### src/rtl/halftone_stream_converter.sv
// Streaming Floyd-Steinberg halftoner: one greyscale pixel in, one bit out per clock.
// Optional macro HT_ONES_COUNT_EN adds a ones_count output tallying accepted 1-bits.
module halftone_stream_converter #(
  parameter int unsigned PIX_W  = 8,
  parameter int unsigned WIDTH  = 8,
  parameter int unsigned HEIGHT = 6,
  parameter int unsigned THRESH = 128
) (
  input  logic             clk,
  input  logic             reset,
  input  logic             start,
  input  logic             in_valid,
  output logic             in_ready,
  input  logic [PIX_W-1:0] in_pixel,
  output logic             out_valid,
  input  logic             out_ready,
  output logic             out_bit,
  output logic             out_eol,
  output logic             out_last,
  output logic             busy,
  output logic             done
`ifdef HT_ONES_COUNT_EN
  ,output logic [$clog2(WIDTH*HEIGHT+1)-1:0] ones_count
`endif
);

  localparam int unsigned ERR_W = PIX_W + 2;
  localparam int unsigned SUM_W = ERR_W + 5;
  localparam int unsigned COL_W = $clog2(WIDTH);
  localparam int unsigned ROW_W = (HEIGHT > 1) ? $clog2(HEIGHT) : 1;
  localparam int unsigned CNT_W = $clog2(WIDTH*HEIGHT+1);
  localparam logic signed [SUM_W-1:0] ERR_HI = SUM_W'(2**(ERR_W-1) - 1);
  localparam logic signed [SUM_W-1:0] ERR_LO = ~ERR_HI;
  localparam logic signed [SUM_W-1:0] THR_S  = SUM_W'(THRESH);
  localparam logic signed [SUM_W-1:0] MAXV_S = SUM_W'(2**PIX_W - 1);

  typedef enum logic [1:0] {S_IDLE, S_RUN, S_FLUSH} state_t;

  state_t state, state_d;
  logic [COL_W-1:0] col;
  logic [ROW_W-1:0] row;
  logic signed [ERR_W-1:0] lb [WIDTH];
  logic signed [ERR_W-1:0] e_left, e_ul;

  logic accept, out_fire, start_ok, first_row, first_col, last_col, last_pix, done_d;
  logic [COL_W-1:0] col_nx;
  logic signed [ERR_W-1:0] g_left, g_ul, g_up, g_ur, cpv, e_new;
  logic signed [SUM_W-1:0] t_left, t_ul, t_up, t_ur, s_sum, pix_ext, cpv_w, cpv_ext, e_w;
  logic pix_bit;

  function automatic logic signed [ERR_W-1:0] sat(input logic signed [SUM_W-1:0] v);
    if (v > ERR_HI)      return ERR_HI[ERR_W-1:0];
    else if (v < ERR_LO) return ERR_LO[ERR_W-1:0];
    else                 return v[ERR_W-1:0];
  endfunction

  assign in_ready = (state == S_RUN) & (~out_valid | out_ready);
  assign accept   = in_valid & in_ready;
  assign out_fire = out_valid & out_ready;
  assign start_ok = (state == S_IDLE) & start;

  // Neighbour errors; out-of-frame neighbours are gated to zero so the line buffer never needs clearing
  always_comb begin
    first_row = (row == '0);
    first_col = (col == '0);
    last_col  = (col == COL_W'(WIDTH-1));
    last_pix  = last_col & (row == ROW_W'(HEIGHT-1));
    col_nx    = last_col ? col : col + COL_W'(1);
    g_left    = first_col ? '0 : e_left;
    g_ul      = (first_col | first_row) ? '0 : e_ul;
    g_up      = first_row ? '0 : lb[col];
    g_ur      = (last_col | first_row) ? '0 : lb[col_nx];
    t_left    = SUM_W'(g_left);
    t_ul      = SUM_W'(g_ul);
    t_up      = SUM_W'(g_up);
    t_ur      = SUM_W'(g_ur);
    s_sum     = (t_left <<< 3) - t_left + t_ul + (t_up <<< 2) + t_up + (t_ur <<< 1) + t_ur;
    pix_ext   = SUM_W'({1'b0, in_pixel});
    cpv_w     = pix_ext + (s_sum >>> 4);
    cpv       = sat(cpv_w);
    cpv_ext   = SUM_W'(cpv);
    pix_bit   = (cpv_ext >= THR_S);
    e_w       = pix_bit ? cpv_ext - MAXV_S : cpv_ext;
    e_new     = sat(e_w);
  end

  always_comb begin
    state_d = state;
    done_d  = 1'b0;
    case (state)
      S_IDLE:  if (start) state_d = S_RUN;
      S_RUN:   if (accept && last_pix) state_d = S_FLUSH;
      S_FLUSH: if (out_fire && out_last) begin
                 state_d = S_IDLE;
                 done_d  = 1'b1;
               end
      default: state_d = S_IDLE;
    endcase
  end

  always_ff @(posedge clk or posedge reset) begin
    if (reset) begin
      state     <= S_IDLE;
      busy      <= 1'b0;
      done      <= 1'b0;
      col       <= '0;
      row       <= '0;
      e_left    <= '0;
      e_ul      <= '0;
      out_valid <= 1'b0;
      out_bit   <= 1'b0;
      out_eol   <= 1'b0;
      out_last  <= 1'b0;
    end else begin
      state <= state_d;
      busy  <= (state_d != S_IDLE);
      done  <= done_d;
      if (start_ok) begin
        col <= '0;
        row <= '0;
      end else if (accept) begin
        col    <= last_col ? '0 : col + COL_W'(1);
        if (last_col) row <= last_pix ? '0 : row + ROW_W'(1);
        e_left <= e_new;
        e_ul   <= lb[col];
      end
      if (accept) begin
        out_valid <= 1'b1;
        out_bit   <= pix_bit;
        out_eol   <= last_col;
        out_last  <= last_pix;
      end else if (out_ready) begin
        out_valid <= 1'b0;
      end
    end
  end

  // Previous-row errors, overwritten in place as the current row advances
  always_ff @(posedge clk) begin
    if (accept) lb[col] <= e_new;
  end

`ifdef HT_ONES_COUNT_EN
  always_ff @(posedge clk or posedge reset) begin
    if (reset)                    ones_count <= '0;
    else if (start_ok)            ones_count <= '0;
    else if (out_fire && out_bit) ones_count <= ones_count + CNT_W'(1);
  end
`endif

endmodule

### config.mk
export PLATFORM = sky130hd
export DESIGN_NAME = halftone_stream_converter
export DESIGN_NICKNAME = d
export VERILOG_FILES = /design/src/rtl/halftone_stream_converter.sv
export SDC_FILE = /design/constraint.sdc
export NUM_CORES = 1
export LEC_CHECK = 0
export ABC_AREA = 1
export BUFFER_PORTS_ARGS = -buffer_cell sky130_fd_sc_hd__buf_2
export CORE_ASPECT_RATIO = 0.5
export CORE_MARGIN = 5
export CORE_UTILIZATION = 44
export CTS_CLUSTER_DIAMETER = 50
export DETAILED_ROUTE_END_ITERATION = 12
export PLACE_DENSITY = 0.66
export SKIP_CTS_REPAIR_TIMING = 1
export SLEW_MARGIN = 20
export SYNTH_ARGS = -nofsm -noshare
export SYNTH_HDL_FRONTEND = slang
export SYNTH_SLANG_ARGS = --single-unit
export TNS_END_PERCENT = 30
### constraint.sdc
create_clock -name clk -period 7.36 [get_ports clk]
set_input_delay 0.368 -clock clk [delete_from_list [all_inputs] [get_ports clk]]
set_output_delay 0.368 -clock clk [all_outputs]
set_load 0.02 [all_outputs]
# Yosys cells after proc, flatten, opt, wreduce, memory -nomap -nowiden

Memories as Yosys holds them, arrays and structs flattened.
Index checks and enable logic that the tools add are counted.

Register bits after elaboration: 34
Memory bits (writable): 80
Bits of input ports: 13
Output and inout bits: 7
Word-level logic and storage cells: 79
Memories kept: 1

Add/subtract/negate cells: 10
Magnitude comparators: 5
Eq/ne operators: 4
Mux-type cells: 27
Bitwise operators: 10
Reduce and logical (&&, ||, !) cells: 11

Memory list:

| name | words | width | rd ports | clocked after memory_dff | wr ports | RTL line | RTL |
|---|---|---|---|---|---|---|---|
| lb   | 8     | 10    | 2        | 0                        | 1        | 42       | `logic signed [ERR_W-1:0] lb [WIDTH];` |

Operator list:

| cell                                                                           | number |
|---|---|
| 10-bit 2-to-1 mux                                                              | 8 |
| 15-bit by 10-bit adder with 15-bit output                                      | 2 |
| 3-bit 2-to-1 mux                                                               | 8 |
| 14-bit by 10-bit adder with 15-bit output                                      | 1 |
| 15-bit by 11-bit adder with 15-bit output                                      | 1 |
| 15-bit by 12-bit adder with 15-bit output                                      | 1 |
| 15-bit by 10-bit > comparator with 1-bit output, second input constant         | 1 |
| 15-bit by 10-bit less-than comparator with 1-bit output, second input constant | 1 |
| 15-bit 2-to-1 mux                                                              | 1 |
| 13-bit by 10-bit subtractor with 14-bit output                                 | 1 |
| 9-bit by 11-bit adder with 12-bit output                                       | 1 |
| 12-bit by 10-bit > comparator with 1-bit output, second input constant         | 1 |
| 12-bit by 10-bit less-than comparator with 1-bit output, second input constant | 1 |
| 10-bit by 9-bit subtractor with 11-bit output, second input constant           | 1 |
| 10-bit by 9-bit >= comparator with 1-bit output, second input constant         | 1 |
| 2-bit nonzero test                                                             | 4 |
| 3-bit by 1-bit adder with 3-bit output, second input constant                  | 2 |
| 3-bit == test, second input constant                                           | 2 |
| 3-bit zero test                                                                | 2 |
| 1-bit 2-to-1 mux                                                               | 6 |
| 2-bit 2-to-1 mux                                                               | 3 |
| 2-bit case mux with 3 select lines                                             | 1 |
| 1-bit bitwise AND                                                              | 5 |
| 2-bit AND reduction                                                            | 2 |
| other kinds (6)                                                                | 10 |

# Depth between registers and ports, before layout

Depth after elaboration: 17
Mapped depth: 51
Depth with buffers taken out: 49

# Worst setup path after synthesis

Ideal clock, no wire load.

Kind: register -> register
From: register col[0]
To: memory lb[0][9] in the netlist's numbering (data pin)
Library setup time: 229 ps
Arrival time: 7470 ps
Required time: 7131 ps
Setup slack: -339 ps
Stages on the path, launching flop included: 47
Path buffers: 3
Clock period less this slack: 7699 ps
Cell sequence: dfrtp_1 -> ha_1 -> ha_1 -> inv_1 -> nand2_1 -> o21ai_0 -> clkbuf_1 -> clkbuf_1 -> nor2_1 -> a211oi_1 -> o32ai_1 -> nor3_1 -> fa_1 -> inv_1 -> fa_1 -> inv_1 -> fa_1 -> inv_1 -> [11 not listed] -> ha_1 -> a21oi_1 -> o21ai_0 -> a21oi_1 -> inv_1 -> nand3_2 -> nand2_2 -> nor2_1 -> nand2_1 -> nand2_2 -> buf_6 -> o21ai_0 -> ha_1 -> inv_1 -> nor2_2 -> nand2_2 -> nand2_1 -> o21ai_1

Elaborated cells between the ends (all ways): 29
Classes of those cells: add/sub: 9; order compare: 5; eq/ne: 1; mux: 10; bitwise: 2; reduce/logical: 1; memory: 1

RTL lines:

| what                                                                                                             | RTL line | RTL |
|---|---|---|
| from (decl)                                                                                                      | 40       | `logic [COL_W-1:0] col;` |
| from (signal assigned)                                                                                           | 122      | `col <= last_col ? '0 : col + COL_W'(1);` |
| 3-bit == test *                                                                                                  | 66       | `last_col = (col == COL_W'(WIDTH-1));` |
| named net last_col                                                                                               | 45       | `logic accept, out_fire, start_ok, first_row, first_col, last_col, last_pix, done_d;` |
| 3-bit 2-to-1 mux                                                                                                 | 68       | `col_nx = last_col ? col : col + COL_W'(1);` |
| memory 8 x 10 bit                                                                                                | n/a      |  |
| 10-bit 2-to-1 mux *                                                                                              | 72       | `g_ur = (last_col \| first_row) ? '0 : lb[col_nx];` |
| 15-bit by 11-bit adder with 15-bit output                                                                        | 77       | `s_sum = (t_left <<< 3) - t_left + t_ul + (t_up <<< 2) + t_up + (t_ur <<< 1) + t_ur;` |
| 15-bit by 10-bit adder with 15-bit output *                                                                      | 77       |  |
| 9-bit by 11-bit adder with 12-bit output *                                                                       | 79       | `cpv_w = pix_ext + (s_sum >>> 4);` |
| 12-bit by 10-bit less-than comparator with 1-bit output                                                          | 53       | `else if (v < ERR_LO) return ERR_LO[ERR_W-1:0];` |
| 10-bit 2-to-1 mux                                                                                                | 53       |  |
| 10-bit 2-to-1 mux *                                                                                              | 52       | `if (v > ERR_HI) return ERR_HI[ERR_W-1:0];` |
| 10-bit by 9-bit subtractor with 11-bit output or 10-bit by 9-bit >= comparator with 1-bit output (tied branches) | 83, 82   |  |
| 15-bit 2-to-1 mux *                                                                                              | 83       | `e_w = pix_bit ? cpv_ext - MAXV_S : cpv_ext;` |
| 15-bit by 10-bit less-than comparator with 1-bit output                                                          | 53       |  |
| 10-bit 2-to-1 mux                                                                                                | 53       |  |
| 10-bit 2-to-1 mux *                                                                                              | 52       |  |
| named net e_new[9]                                                                                               | 47       | `logic signed [ERR_W-1:0] g_left, g_ul, g_up, g_ur, cpv, e_new;` |
| to (decl)                                                                                                        | 42       |  |

The timed path passes the listed nets; every way through them passes the cells marked *.

# Final worst setup path

From: register col[1]
To: memory lb[2][1] in the netlist's numbering (data pin)

The elaborated chain is that of the path after synthesis.

==> results.py <==
metrics = {
    "outcome": {
        "status": "complete, but fails checks",
        "violations": "negative setup slack",
    },
    "timing": {
        "max_freq_mhz": 129.4,
        "fin_crit_sh_pct": 105.0,
        "rsz0062_at_grt": "yes",
        "finClkSkew_ps": 6.990,
        "slew_viol_final": 0,
        "layout_min_cycle_time_ps": 7730,
        "relSlewSlack_pct": 40.04,
        "fin_setup_tns_ps": -24340,
        "worst_slack_ps": -369.9,
        "setup_viol_count_final": 90,
        "tightest_slew_ps": 898.5,
        "hold_viol_final": 0,
    },
    "setup_path": {
        "critPathMaxFanout": 11,
        "cp.required_ps": 7510,
        "arrival_ps": 7880,
        "critPathSlowestCell": "fa_1",
        "path_class": "reg2reg",
        "cp-end-kind": "flop",
        "slowest_delay_ps": 560,
        "cp-start-kind": "flop",
    },
    "job": {
        "drv_cap": 0,
    },
    "synth": {
        "syn-num-nets": 1043,
        "ys_seq_area_share_pct": 39.33,
        "async_reset_ff_share_pct": 29.82,
        "synth_ff_type": "edfxtp_1",
        "synth-warning-count": 0,
        "netlist_instances": 939,
        "yosysUniqueCellTypes": 44,
        "avgSynthCellArea_um2": 8.808,
        "ys_seq_elements": 114,
        "synth_edf_count": 80,
        "synth_area_um2": 8270,
    },
    "die": {
        "rows": 35,
        "io_pins": 20,
        "core_um2": 18440,
        "die_w_um": 203.9,
        "die_y_um": 106.9,
        "die-area_um2": 21810,
        "start_util_pct": 44.86,
    },
    "global_route": {
        "grt_max_degree": 39,
        "grt_antenna_before_repair": 0,
        "track_usage_pct": 22.34,
        "grt-ovfl-total": 0,
        "grt_pass1_vias": 7152,
        "grt_pass1_wl_um": 37960,
    },
    "placement": {
        "place_area_um2": 9732,
        "dp_slack_ps": -741.0,
        "io_buffers": 19,
        "hpwl_um": 17910,
        "place.gp.congestion": 0.9157,
    },
    "drt": {
        "dr.pass1.iters": 7,
        "initialDrtViolationCount": 949,
        "drc": 0,
        "num_vias": 7574,
        "postRouteWirelength_um": 26070,
        "vias_per_cell": 5.422,
        "wl_per_cell_um": 18.66,
        "postRouteAntennaNets": 0,
    },
    "clocking": {
        "clk_latency_ps": 410,
        "cts_sinks": 114,
        "cts_tree": "built",
        "htreeDepth": 4,
        "clk_root_buffer_cell": "clkbuf_16",
        "numCtsBuffers": 17,
        "path_clk_slew_ps": 60,
        "clock_path_buffers": 2,
    },
    "finish": {
        "drive_gt1_share_pct": 32.43,
        "design_area_um2": 11300,
        "syn2layout_area_growth_pct": 36.60,
        "final_nets": 1229,
        "utilization_pct": 61.28,
        "antenna_cells": 0,
    },
    "min_path": {
        "hp-class": "in2async",
    },
}
[kinds of logic after synthesis]
family	synth area share, %
fa+ha+maj	18.21
buf+inv	9.077
simple gates	20.24
flops	39.33
xor+xnor	2.118
compound gates	11.01
[through the flow]
stage / instances / hold slack (ps)
after floorplan: 939 / 408.2
after global placement: 1330 / 439.5
after detailed placement: 1330 / 425.6
after CTS: 1362 / 97.62
after global routing: 1397 / 136.4
final: 1397 / 87.49
[critical path, delay by kind of cell (launching register included)]
family                   cells  cell delay [ps]
adder cells (fa/ha/maj)      9             3280
buffers and inverters       11             1080
flip-flops                   1              410
AND/OR/NAND/NOR             17             1690
AO/OA/AOI/OAI                5              810
XOR/XNOR                     1              180
[cell usage in the layout (no fill, tap or decap), types with 19 or more instances in the layout]
cell and n:
nor2_1 81, buf_2 19, a21oi_1 22, ha_1 30, fa_1 46, clkbuf_16 19
o21ai_0 43, edfxtp_1 80, buf_4 145, nand2_2 20, nand2_1 160, inv_1 154
nand3_1 20, dfrtp_1 34
[cell type report]
cell class	count	area, um^2
Clock buffer	17	425.4
Tap cell	259	324.1
Inverter	175	678.2
Clock inverter	15	135.1
Fill cell	1445	7139
Multi-Input combinational cell	632	4951
Sequential cell	114	3253
Timing Repair Buffer	185	1530
[final timing paths]
check,from,endpoint,slack [ps],cells past startpoint
max,col[1]$_DFFE_PP0P_,lb[2][1]$_DFFE_PP_,-370,43
max in group asynchronous,reset,e_left[2]$_DFFE_PP0P_,6910,3
min reg2reg,state[0]$_DFF_PP0_,done$_DFF_PP0_,450,1
min,reset,e_ul[9]$_DFFE_PP0P_,90,3
min in group clk,out_ready,out_valid$_DFFE_PP0P_,160,2
max reg2reg,col[1]$_DFFE_PP0P_,lb[2][1]$_DFFE_PP_,-370,43
[routing by layer]
layer	up-vias	GRT usage, %	share of wire (%)
met2	440	35.56	46
met5	-	0	0
li1	3452	-	-
met3	83	5.289	11
met1	3599	30.78	40
met4	0	6.349	3.1
[sequential cells by signal, indices dropped and copies added, names as in the netlist]
name and cells:
out_valid 1, lb 80, out_eol 1, done 1, busy 1, e_left 10
out_last 1, row 3, e_ul 10, out_bit 1, state 2, col 3
[Yosys cell counts (6+ instances only)]
cell type	n	area (um^2)
clkbuf_1	20	75.07
edfxtp_1	80	2402
nand4_1	8	50.05
a221oi_1	13	113.9
a21oi_1	29	145.1
xnor2_1	10	87.58
o22ai_1	9	56.30
nand3_1	21	105.1
nand2_2	16	100.1
dfrtp_1	34	850.8
ha_1	42	525.5
nand2_4	6	67.56
nor2_1	93	349.1
nor3_1	21	105.1
inv_1	164	615.6
inv_2	7	26.28
fa_1	49	980.9
a22oi_1	6	45.04
nand2_1	179	671.9
xor2_1	10	87.58
o21ai_0	59	295.3
Power is left out: the tool's default activity adds up to more than one toggle a clock period on the data nets, which glitch-free logic cannot reach.
